## src/rtl/inv_key_schedule_if.sv

```systemverilog
// Handshake bundle between the inverse key schedule and its requester/consumer.
interface inv_key_schedule_if;
  logic         start;
  logic [127:0] key_in;
  logic         ready;
  logic [127:0] round_key;
  logic [3:0]   round_idx;
  logic         key_valid;
  logic         key_ready;
  logic         done;

  // Requester / round-key consumer side
  modport master (
    output start, key_in, key_ready,
    input  ready, round_key, round_idx, key_valid, done
  );

  // Key schedule side
  modport slave (
    input  start, key_in, key_ready,
    output ready, round_key, round_idx, key_valid, done
  );
endinterface

```

## src/rtl/inv_key_schedule.sv

```systemverilog
// AES-128 inverse key schedule: walks from the round-10 key back to the
// cipher key, one round key per accepted transfer.
// Byte k of a 32-bit word sits at bits [8k+7:8k]; rcon occupies byte 0.

// RotWord: byte order [b0 b1 b2 b3] -> [b1 b2 b3 b0].
module rot_word (
  input  logic [31:0] word,
  output logic [31:0] result
);
  assign result = {word[7:0], word[31:8]};
endmodule

// SubWord: AES S-box on each byte (GF(2^8) inverse followed by the affine map).
module sub_word (
  input  logic [31:0] word,
  output logic [31:0] result
);
  function automatic logic [7:0] gf_mul(input logic [7:0] a, input logic [7:0] b);
    logic [7:0] p;
    logic [7:0] aa;
    p  = '0;
    aa = a;
    for (int unsigned i = 0; i < 8; i++) begin
      if (b[i]) p = p ^ aa;
      aa = {aa[6:0], 1'b0} ^ (aa[7] ? 8'h1b : 8'h00);
    end
    return p;
  endfunction

  // x^254 gives the multiplicative inverse (and maps 0 to 0).
  function automatic logic [7:0] sbox(input logic [7:0] x);
    logic [7:0] r;
    logic [7:0] sq;
    logic [7:0] b;
    r  = 8'h01;
    sq = x;
    for (int unsigned i = 1; i < 8; i++) begin
      sq = gf_mul(sq, sq);
      r  = gf_mul(r, sq);
    end
    b = r;
    return b ^ {b[6:0], b[7]} ^ {b[5:0], b[7:6]} ^ {b[4:0], b[7:5]}
             ^ {b[3:0], b[7:4]} ^ 8'h63;
  endfunction

  // Substitute all four bytes independently.
  always_comb begin
    result = '0;
    for (int unsigned j = 0; j < 4; j++) begin
      result[8*j +: 8] = sbox(word[8*j +: 8]);
    end
  end
endmodule

module inv_key_schedule (
  input  logic              clk,
  input  logic              rst,
  inv_key_schedule_if.slave bus
);
  typedef enum logic {IDLE, RUN} state_t;

  state_t       state;
  state_t       state_next;
  logic [127:0] key_q;
  logic [3:0]   idx_q;
  logic         transfer;
  logic [7:0]   rc;
  logic [31:0]  p3;
  logic [31:0]  p2;
  logic [31:0]  p1;
  logic [31:0]  p0;
  logic [31:0]  rot;
  logic [31:0]  sub;

  assign transfer = (state == RUN) && bus.key_ready;

  // Previous round words; P3 is formed first because P0 depends on it.
  assign p3 = key_q[127:96] ^ key_q[95:64];
  assign p2 = key_q[95:64]  ^ key_q[63:32];
  assign p1 = key_q[63:32]  ^ key_q[31:0];

  rot_word u_rot (.word(p3),  .result(rot));
  sub_word u_sub (.word(rot), .result(sub));

  assign p0 = key_q[31:0] ^ sub ^ {24'h0, rc};

  // Round constant looked up from the round index being undone.
  always_comb begin
    rc = 8'h00;
    case (idx_q)
      4'd10:   rc = 8'h36;
      4'd9:    rc = 8'h1b;
      4'd8:    rc = 8'h80;
      4'd7:    rc = 8'h40;
      4'd6:    rc = 8'h20;
      4'd5:    rc = 8'h10;
      4'd4:    rc = 8'h08;
      4'd3:    rc = 8'h04;
      4'd2:    rc = 8'h02;
      4'd1:    rc = 8'h01;
      default: rc = 8'h00;
    endcase
  end

  // State register.
  always_ff @(posedge clk or posedge rst) begin
    if (rst) state <= IDLE;
    else     state <= state_next;
  end

  // Next state: start only honoured in IDLE; leave RUN after round 0 is taken.
  always_comb begin
    state_next = state;
    case (state)
      IDLE:    if (bus.start) state_next = RUN;
      RUN:     if (transfer && (idx_q == 4'd0)) state_next = IDLE;
      default: state_next = IDLE;
    endcase
  end

  // Handshake outputs decoded from state.
  always_comb begin
    bus.ready     = (state == IDLE);
    bus.key_valid = (state == RUN);
    bus.done      = transfer && (idx_q == 4'd0);
  end

  // Key/index register: load on start, step back one round per transfer, hold otherwise.
  always_ff @(posedge clk or posedge rst) begin
    if (rst) begin
      key_q <= '0;
      idx_q <= '0;
    end else if ((state == IDLE) && bus.start) begin
      key_q <= bus.key_in;
      idx_q <= 4'd10;
    end else if (transfer && (idx_q != 4'd0)) begin
      key_q <= {p3, p2, p1, p0};
      idx_q <= idx_q - 4'd1;
    end
  end

  assign bus.round_key = key_q;
  assign bus.round_idx = idx_q;
endmodule

```

## src/flat_wrapper.sv

```systemverilog
// flat-port wrapper written by rule: the top's interface ports become plain ports
module inv_key_schedule_flat 
  (clk, rst, bus_start, bus_key_in, bus_key_ready, bus_ready, bus_round_key, bus_round_idx, bus_key_valid, bus_done);
  inv_key_schedule_if bus_i ();
  input  logic clk;
  input  logic rst;
  input wire logic [$bits(bus_i.start)-1:0] bus_start;
  input wire logic [$bits(bus_i.key_in)-1:0] bus_key_in;
  input wire logic [$bits(bus_i.key_ready)-1:0] bus_key_ready;
  output wire logic [$bits(bus_i.ready)-1:0] bus_ready;
  output wire logic [$bits(bus_i.round_key)-1:0] bus_round_key;
  output wire logic [$bits(bus_i.round_idx)-1:0] bus_round_idx;
  output wire logic [$bits(bus_i.key_valid)-1:0] bus_key_valid;
  output wire logic [$bits(bus_i.done)-1:0] bus_done;
  assign bus_i.start = bus_start;
  assign bus_i.key_in = bus_key_in;
  assign bus_i.key_ready = bus_key_ready;
  assign bus_ready = bus_i.ready;
  assign bus_round_key = bus_i.round_key;
  assign bus_round_idx = bus_i.round_idx;
  assign bus_key_valid = bus_i.key_valid;
  assign bus_done = bus_i.done;
  inv_key_schedule u_core (.clk(clk), .rst(rst), .bus(bus_i));
endmodule
```

## config.mk

```make
export PLATFORM = sky130hd
export DESIGN_NAME = inv_key_schedule_flat
export DESIGN_NICKNAME = d
export VERILOG_FILES = /design/src/rtl/inv_key_schedule_if.sv /design/src/rtl/inv_key_schedule.sv /design/src/flat_wrapper.sv
export SDC_FILE = /design/constraint.sdc
export NUM_CORES = 2
export LEC_CHECK = 0
export CORE_ASPECT_RATIO = 1.75
export CORE_MARGIN = 1.5
export CORE_UTILIZATION = 55
export CTS_BUF_LIST = sky130_fd_sc_hd__clkbuf_2
export DETAILED_ROUTE_END_ITERATION = 8
export PLACE_DENSITY = 0.73
export SYNTH_ARGS = -nofsm -noshare
export SYNTH_HDL_FRONTEND = slang
export SYNTH_HIERARCHICAL = 1
export SYNTH_SLANG_ARGS = --single-unit
```

## constraint.sdc

```tcl
create_clock -name clk -period 17.1 [get_ports clk]
set_input_delay 2.565 -clock clk [delete_from_list [all_inputs] [get_ports clk]]
set_output_delay 2.565 -clock clk [all_outputs]
set_load 0.01 [all_outputs]
```

# Word-level counts from Yosys, hierarchy flattened
# Memories as Yosys holds them, arrays and structs flattened.
# Cells that the tools add are included.
[op_classes]
addsub = 1
mux = 819
bitwise_logic = 782
reduce_logical = 7
[op_table]
columns = ["op", "n"]
rows = [
  ["$mux 8", 420],
  ["$xor 8x8->8", 380],
  ["$xor 8x5->8", 364],
  ["$mux 5", 368],
  ["$mux 128", 2],
  ["$xor 32x32->32", 4],
  ["$xor 32x8->32", 1],
  ["$mux 7", 4],
  ["$not 1->1 const A", 28],
  ["$mux 4", 6],
  ["$mux 6", 4],
  ["$not 4->4", 4],
  ["$mux 3", 4],
  ["$mux 2", 4],
  ["$mux 1", 6],
  ["$logic_and 1x1->1", 4],
  ["$logic_not 4->1", 1],
  ["$reduce_bool 4->1", 1],
  ["$sub 4x1->4 const B", 1],
  ["$pmux 1 s2", 1],
  ["$reduce_bool 2->1", 1],
  ["$not 1->1", 1],
]
[totals]
register_bits = 133
mem_bits_ro = 128
input_bits = 132
elab_cells = 1613
n_memories = 1
[memory_table]
columns = ["name", "depth", "width", "read_ports", "rd_ports_with_merged_regs", "wr", "line_no", "rtl"]
rows = [
  ["(no name shown)", 16, 8, 1, 0, 0, "inv_key_schedule.sv:90", "case (idx_q)"],
]

# Longest topological paths before layout
[depth]
ltp_word = 137
mapped_depth = 71
ltp_nobuf = 62

# Cells and area by module
# The synthesis kept the hierarchy.
[modules_own_cells]
columns = ["mod", "n_inst", "cells_each", "area_per_inst_um2", "seq_area_each_um2"]
rows = [
  ["sub_word", 1, 7927, 57337.5, 0.0],
  ["inv_key_schedule", 1, 814, 7482.2, 3328.2],
  ["rot_word", 1, 32, 240.2, 0.0],
]

# Worst setup path after synthesis
# No wires, ideal clock.
[synth_path]
path_type = "reg-to-reg"
from = "register u_core.key_q[80] (netlist: u_core/bus.round_key[80])"
to = "register u_core.key_q[8] (netlist: u_core/bus.round_key[8])"
arrival_ns = 15.423
required_time_ns = 16.967
path_slack_ns = 1.543
stages_incl_launch_ff = 68
n_path_buf = 10
synth_period_minus_slack_ns = 15.557
cell_sequence = "dfrtp_1 xor2_1 buf_4 ha_1 buf_2 nand2_1 xnor2_1 inv_1 buf_2 clkbuf_1 clkbuf_1 ha_1 clkbuf_1 inv_1 nor2_1 xnor2_1 xnor2_1 clkinv_1 (+32 left out) nor2_1 xnor2_1 xnor2_1 xnor2_1 xnor2_1 xnor2_4 xnor3_1 nor2_1 xnor3_1 xnor2_1 xnor3_1 xor2_1 xnor2_2 xor2_2 xnor2_1 nand3_1 nand3_1 o211ai_1"
[synth_via]
elab_chain_cells = 134
word_cells_on_any_way = 388
[synth_rtl]
columns = ["item", "line_no", "rtl"]
rows = [
  ["from (decl)", "inv_key_schedule.sv:64", "logic [127:0] key_q;"],
  ["from (signal assigned)", "inv_key_schedule.sv:134", "key_q <= bus.key_in;"],
  ["from (signal assigned)", "inv_key_schedule.sv:137", "key_q <= {p3, p2, p1, p0};"],
  ["$xor 32x32->32 *", "inv_key_schedule.sv:78", "assign p3 = key_q[127:96] ^ key_q[95:64];"],
  ["net u_core.p3[16]", "inv_key_schedule.sv:68", "logic [31:0] p3;"],
  ["$mux 8", "inv_key_schedule.sv:24", "if (b[i]) p = p ^ aa;"],
  ["$xor 8x8->8", "inv_key_schedule.sv:24", ""],
  ["$mux 8", "inv_key_schedule.sv:24", ""],
  ["$xor 8x8->8", "inv_key_schedule.sv:24", ""],
  ["$mux 8", "inv_key_schedule.sv:24", ""],
  ["$xor 8x8->8", "inv_key_schedule.sv:24", ""],
  ["(+118 left out)", "-", ""],
  ["$xor 8x8->8 (3 in a row)", "inv_key_schedule.sv:42", "return b ^ {b[6:0], b[7]} ^ {b[5:0], b[7:6]} ^ {b[4:0], b[7:5]}"],
  ["$xor 8x8->8 *", "inv_key_schedule.sv:43", "^ {b[3:0], b[7:4]} ^ 8'h63;"],
  ["$not 4->4 (no line) *", "-", ""],
  ["net u_core.sub[8]", "inv_key_schedule.sv:73", "logic [31:0] sub;"],
  ["$xor 32x32->32 *", "inv_key_schedule.sv:85", "assign p0 = key_q[31:0] ^ sub ^ {24'h0, rc};"],
  ["$xor 32x8->32 *", "inv_key_schedule.sv:85", ""],
  ["$mux 128 *", "inv_key_schedule.sv:136", "end else if (transfer && (idx_q != 4'd0)) begin"],
  ["$mux 128 *", "inv_key_schedule.sv:133", "end else if ((state == IDLE) && bus.start) begin"],
]
# The timed path passes the listed nets; every way through them passes the cells marked *. The select of a mux whose other input is x is not followed.
# A chain may end at the register's enable or synchronous reset.

# Worst setup path after layout
[layout_path]
from = "register u_core.key_q[79] (netlist: u_core/bus.round_key[79])"
to = "register u_core.key_q[1] (netlist: u_core/bus.round_key[1])"
[layout_via]
elab_chain_cells = 134
word_cells_on_any_way = 391
[layout_rtl]
columns = ["item", "line_no"]
rows = [
  ["$xor 32x32->32 *", "inv_key_schedule.sv:78"],
  ["net u_core.p3[15]", "inv_key_schedule.sv:68"],
  ["$mux 5 or $mux 8 (tied branches)", "inv_key_schedule.sv:25, inv_key_schedule.sv:24"],
  ["$xor 8x5->8 or $xor 8x8->8 (tied branches)", "inv_key_schedule.sv:25, inv_key_schedule.sv:24"],
  ["$xor 8x8->8 or $mux 8 (tied branches)", "inv_key_schedule.sv:24"],
  ["$mux 8 or $xor 8x8->8 (tied branches)", "inv_key_schedule.sv:24"],
  ["$xor 8x8->8 or $mux 8 (tied branches)", "inv_key_schedule.sv:24"],
  ["$mux 8 or $xor 8x8->8 (tied branches)", "inv_key_schedule.sv:24"],
  ["(+118 left out)", "-"],
  ["$xor 8x8->8 (3 in a row)", "inv_key_schedule.sv:42"],
  ["$xor 8x8->8 *", "inv_key_schedule.sv:43"],
  ["$not 4->4 (no line) *", "-"],
  ["net u_core.sub[1]", "inv_key_schedule.sv:73"],
  ["$xor 32x32->32 *", "inv_key_schedule.sv:85"],
  ["$xor 32x8->32 *", "inv_key_schedule.sv:85"],
  ["$mux 128 *", "inv_key_schedule.sv:136"],
  ["$mux 128 *", "inv_key_schedule.sv:133"],
]
# Marks and branches as above.

==> impl_results.md <==
- Worst path arrival time: 17.43 ns
- Library cell used as clock root buffer: clkbuf_2
- Relative slew margins: 0.1227
- Post-synth cell types: 126
- Post-synthesis instance total: 8773
- Post-route minimum period: 16.46 ns
- CTS H-tree depth: 4
- Highest metal layer with signal wires: met5
- Overflow after GRT: 0
- Worst-path fanout max: 16
- Share of the clock period used by the worst path after layout: 0.9625
- Y dimension of the die: 458.0 um
- Detailed route wirelength on metal2: 112600 um
- Critical Path Source Type: flop
- Sequential-to-total area share from yosys stat: 0.05116
- Final slew viol count: 0
- Metal3 WL: 15200 um
- Crit path capture type: flop
- Cell Area, Synth: 65060 um^2
- Worst Max-Slew Pin Slew: 1.307 ns
- Proportion of layout cells with a drive suffix above 1: 0.1251
- Slowest cell on the critical path: xor3_2
- Number of buffer and inverter stages on the critical path: 5
- Total nets after synthesis: 8938
- Sequential cell area: 3331 um^2
- Detailed-route DRC error count: 0
- Port buffer count: 266
- Reg clk slew, reported paths: 0.36 ns
- Effective utilization at floorplan: 0.5554
- Area of the core: 117100 um^2
- Number of synthesized register bits: 133
- Final Hold Vio Count: 0
- CTS Hold Buffers Added: 0
- Number of buffers created by CTS: 17
- Number of fill cells in the layout: 10790
- Area growth syn-to-layout: 10.80%
- First-pass GRT wire length: 355800 um
- Global-route total usage across every layer: 0.3617
- Via count normalized by instance count: 6.376
- Cell class contributing the biggest share of worst-path delay: XOR/XNOR gates
- Setup Viol. Count Final: 0
- Placer Congestion: 1.017
- CP required: 18.08 ns
- Leading register cell type out of synthesis: dfrtp_1
- Syn avg cell area: 7.416 um^2
- Share of synthesized flip-flops with an asynchronous set or reset: 1.000
- I/O pin total: 267
- Number of violations of the max-capacitance limit: 0
- Bufs on Longest Clock Path: 2
- Result of the run: finished clean
- Via count of the first global-routing pass: 64550
- Overall via count from detail_route: 66700
- Final hold slack: 0.4969 ns
- Worst min-delay path category: flop to flop
- Number of flops mapped to enable cells by yosys: 0
- Slowest Stage Delay on Critical Path: 0.59 ns
- Multi-input gate area: 59640 um^2
- Post-detailed-route wirelength per cell: 21.76 um
- Floorplan row count: 166
- Remaining antenna violation count after routing: 0
- Most Frequent Cell on Critical Path: xnor2_1
- Width of the die: 263.0 um
- Clock sinks: 133
- Clock tree skew after final layout: 0.1033 ns
- DRT met1 WL: 84470 um
- Die Outline Area: 120400 um^2
- Number of iterations in the first detailed-routing pass: 7
- CTS tree: done
- Final layout net count: 9095
- Total Wirelength: 227600 um
- Number of DRC violations after detailed-routing iteration 0: 6179
- Type of the worst setup path: flop to flop
- HPWL after detailed placement: 171200 um
- Yosys Warn Count: 6
- Largest net degree at the start of global routing: 79
- Source-to-sink clock delay at the later pin of the worst-skew pair: 1.10 ns
- Achievable frequency: 60.76 MHz
- Initial antenna violation count: 3
## worst paths after layout
| path | startpoint | endpoint | slack (ns) | cells past startpoint |
|---|---|---|---|---|
| max reg2reg | u_core/bus.round_key[79]$_DFFE_PP0P_ | u_core/bus.round_key[1]$_DFFE_PP0P_ | 0.64 | 57 |
| min reg2reg | u_core/bus.round_key[26]$_DFFE_PP0P_ | u_core/bus.round_key[58]$_DFFE_PP0P_ | 0.50 | 2 |
| max in group asynchronous | rst | u_core/bus.round_key[87]$_DFFE_PP0P_ | 13.74 | 3 |
| min in group asynchronous | rst | u_core/bus.round_key[99]$_DFFE_PP0P_ | 1.94 | 2 |
| max | u_core/bus.round_key[79]$_DFFE_PP0P_ | u_core/bus.round_key[1]$_DFFE_PP0P_ | 0.64 | 57 |
| min | u_core/bus.round_key[26]$_DFFE_PP0P_ | u_core/bus.round_key[58]$_DFFE_PP0P_ | 0.50 | 2 |
## cells in the mapped netlist (152+ instances only)
master    number  area [um^2]
xnor2_1     1533        13430
nor2_1      1162         4362
nand2_1      946         3551
nand3_1      433         2167
xor2_1       431         3775
a21oi_1      389         1947
clkbuf_1     354         1329
o21ai_0      335         1677
xnor3_1      263         5923
nor3_1       239         1196
o211ai_1     200         1501
mux2i_1      193         1932
buf_2        152        760.7
## tightest hold or removal path: cells and delay by family, from the launching register on
kind / cells / cell delay, ns
and+or+nand+nor: 1 / 0.08
DFF: 1 / 0.47
AOI/OAI and AO/OA: 1 / 0.07
## layout by cell type (no fill, tap or decap), drive strengths merged, types with 34 or more instances in the layout
master	netlist	routed
a211oi	93	93
a21o	36	36
a21oi	393	393
a22oi	46	46
a31oi	90	90
and2	65	65
and3	44	44
buf	284	511
clkdlybuf4s50	0	266
dfrtp	133	133
inv	93	100
mux2	55	55
mux2i	196	196
nand2	947	947
nand2b	51	51
nand3	494	494
nand4	65	65
nor2	1167	1167
nor2b	51	51
nor3	242	242
nor4	42	42
o211ai	202	202
o21ai	380	380
o22ai	126	126
o31ai	43	43
or3	34	34
xnor2	1656	1656
xnor3	295	295
xor2	479	479
xor3	45	45
## flip-flops by register name, summed over array words and instances, names as in the netlist
signal,count
u_core/bus.key_valid,1
u_core/bus.round_key,128
u_core/bus.round_idx,4
## layout make-up
cell class              instances  area share
flip-flops and latches        133     0.04620
multi-input cells            7898      0.8274
repair buffers                777     0.09107
diodes                          5   0.0001736
clock inverters                14    0.002274
clock buffers                  18    0.001250
well taps                    1512     0.02624
inverters                     103    0.005433
## what timing repair did
item | CTS | global route
pin swaps | 0 | 24
setup endpoints to repair | 6 | 32
buffers inserted | 0 | 59
resized for setup | 3 | 126
## layer usage
layer  vias to the layer above  global-route usage
met3                       902             0.04790
li1                      30930                   -
met2                      3174              0.6447
met4                         2              0.2204
met5                         -                   0
met1                     31690              0.4078
## kinds of logic after synthesis
family,Yosys count,share of synthesized area
AO/OA/AOI/OAI,1814,0.1865
multiplexers,252,0.04033
flip-flops,133,0.05116
AND/OR/NAND/NOR,3317,0.2319
XOR/XNOR,2475,0.4312
adder cells (fa/ha/maj),40,0.007423
buffers and inverters,742,0.05158
## per-stage QoR
| step | TNS (ns) | area, um^2 | worst slack [ns] | std cells | utilization |
|---|---|---|---|---|---|
| 2_1_floorplan | 0 | 65060 | 1.543 | 8773 | - |
| 3_5_place_dp | -0.2251 | 70460 | -0.1017 | 10360 | 0.6014 |
| 6_report | 0 | 72090 | 0.6405 | 10460 | 0.6154 |
| 5_1_grt | -0.2574 | 72080 | -0.05170 | 10460 | 0.6153 |
| 3_3_place_gp | 0 | 70460 | 0.08099 | 10360 | 0.6014 |
| 4_1_cts | 0 | 70730 | 0.05779 | 10400 | 0.6038 |
Power is not shown: default switching activity piles up to over one toggle a cycle in this logic, so the estimate is an artifact.
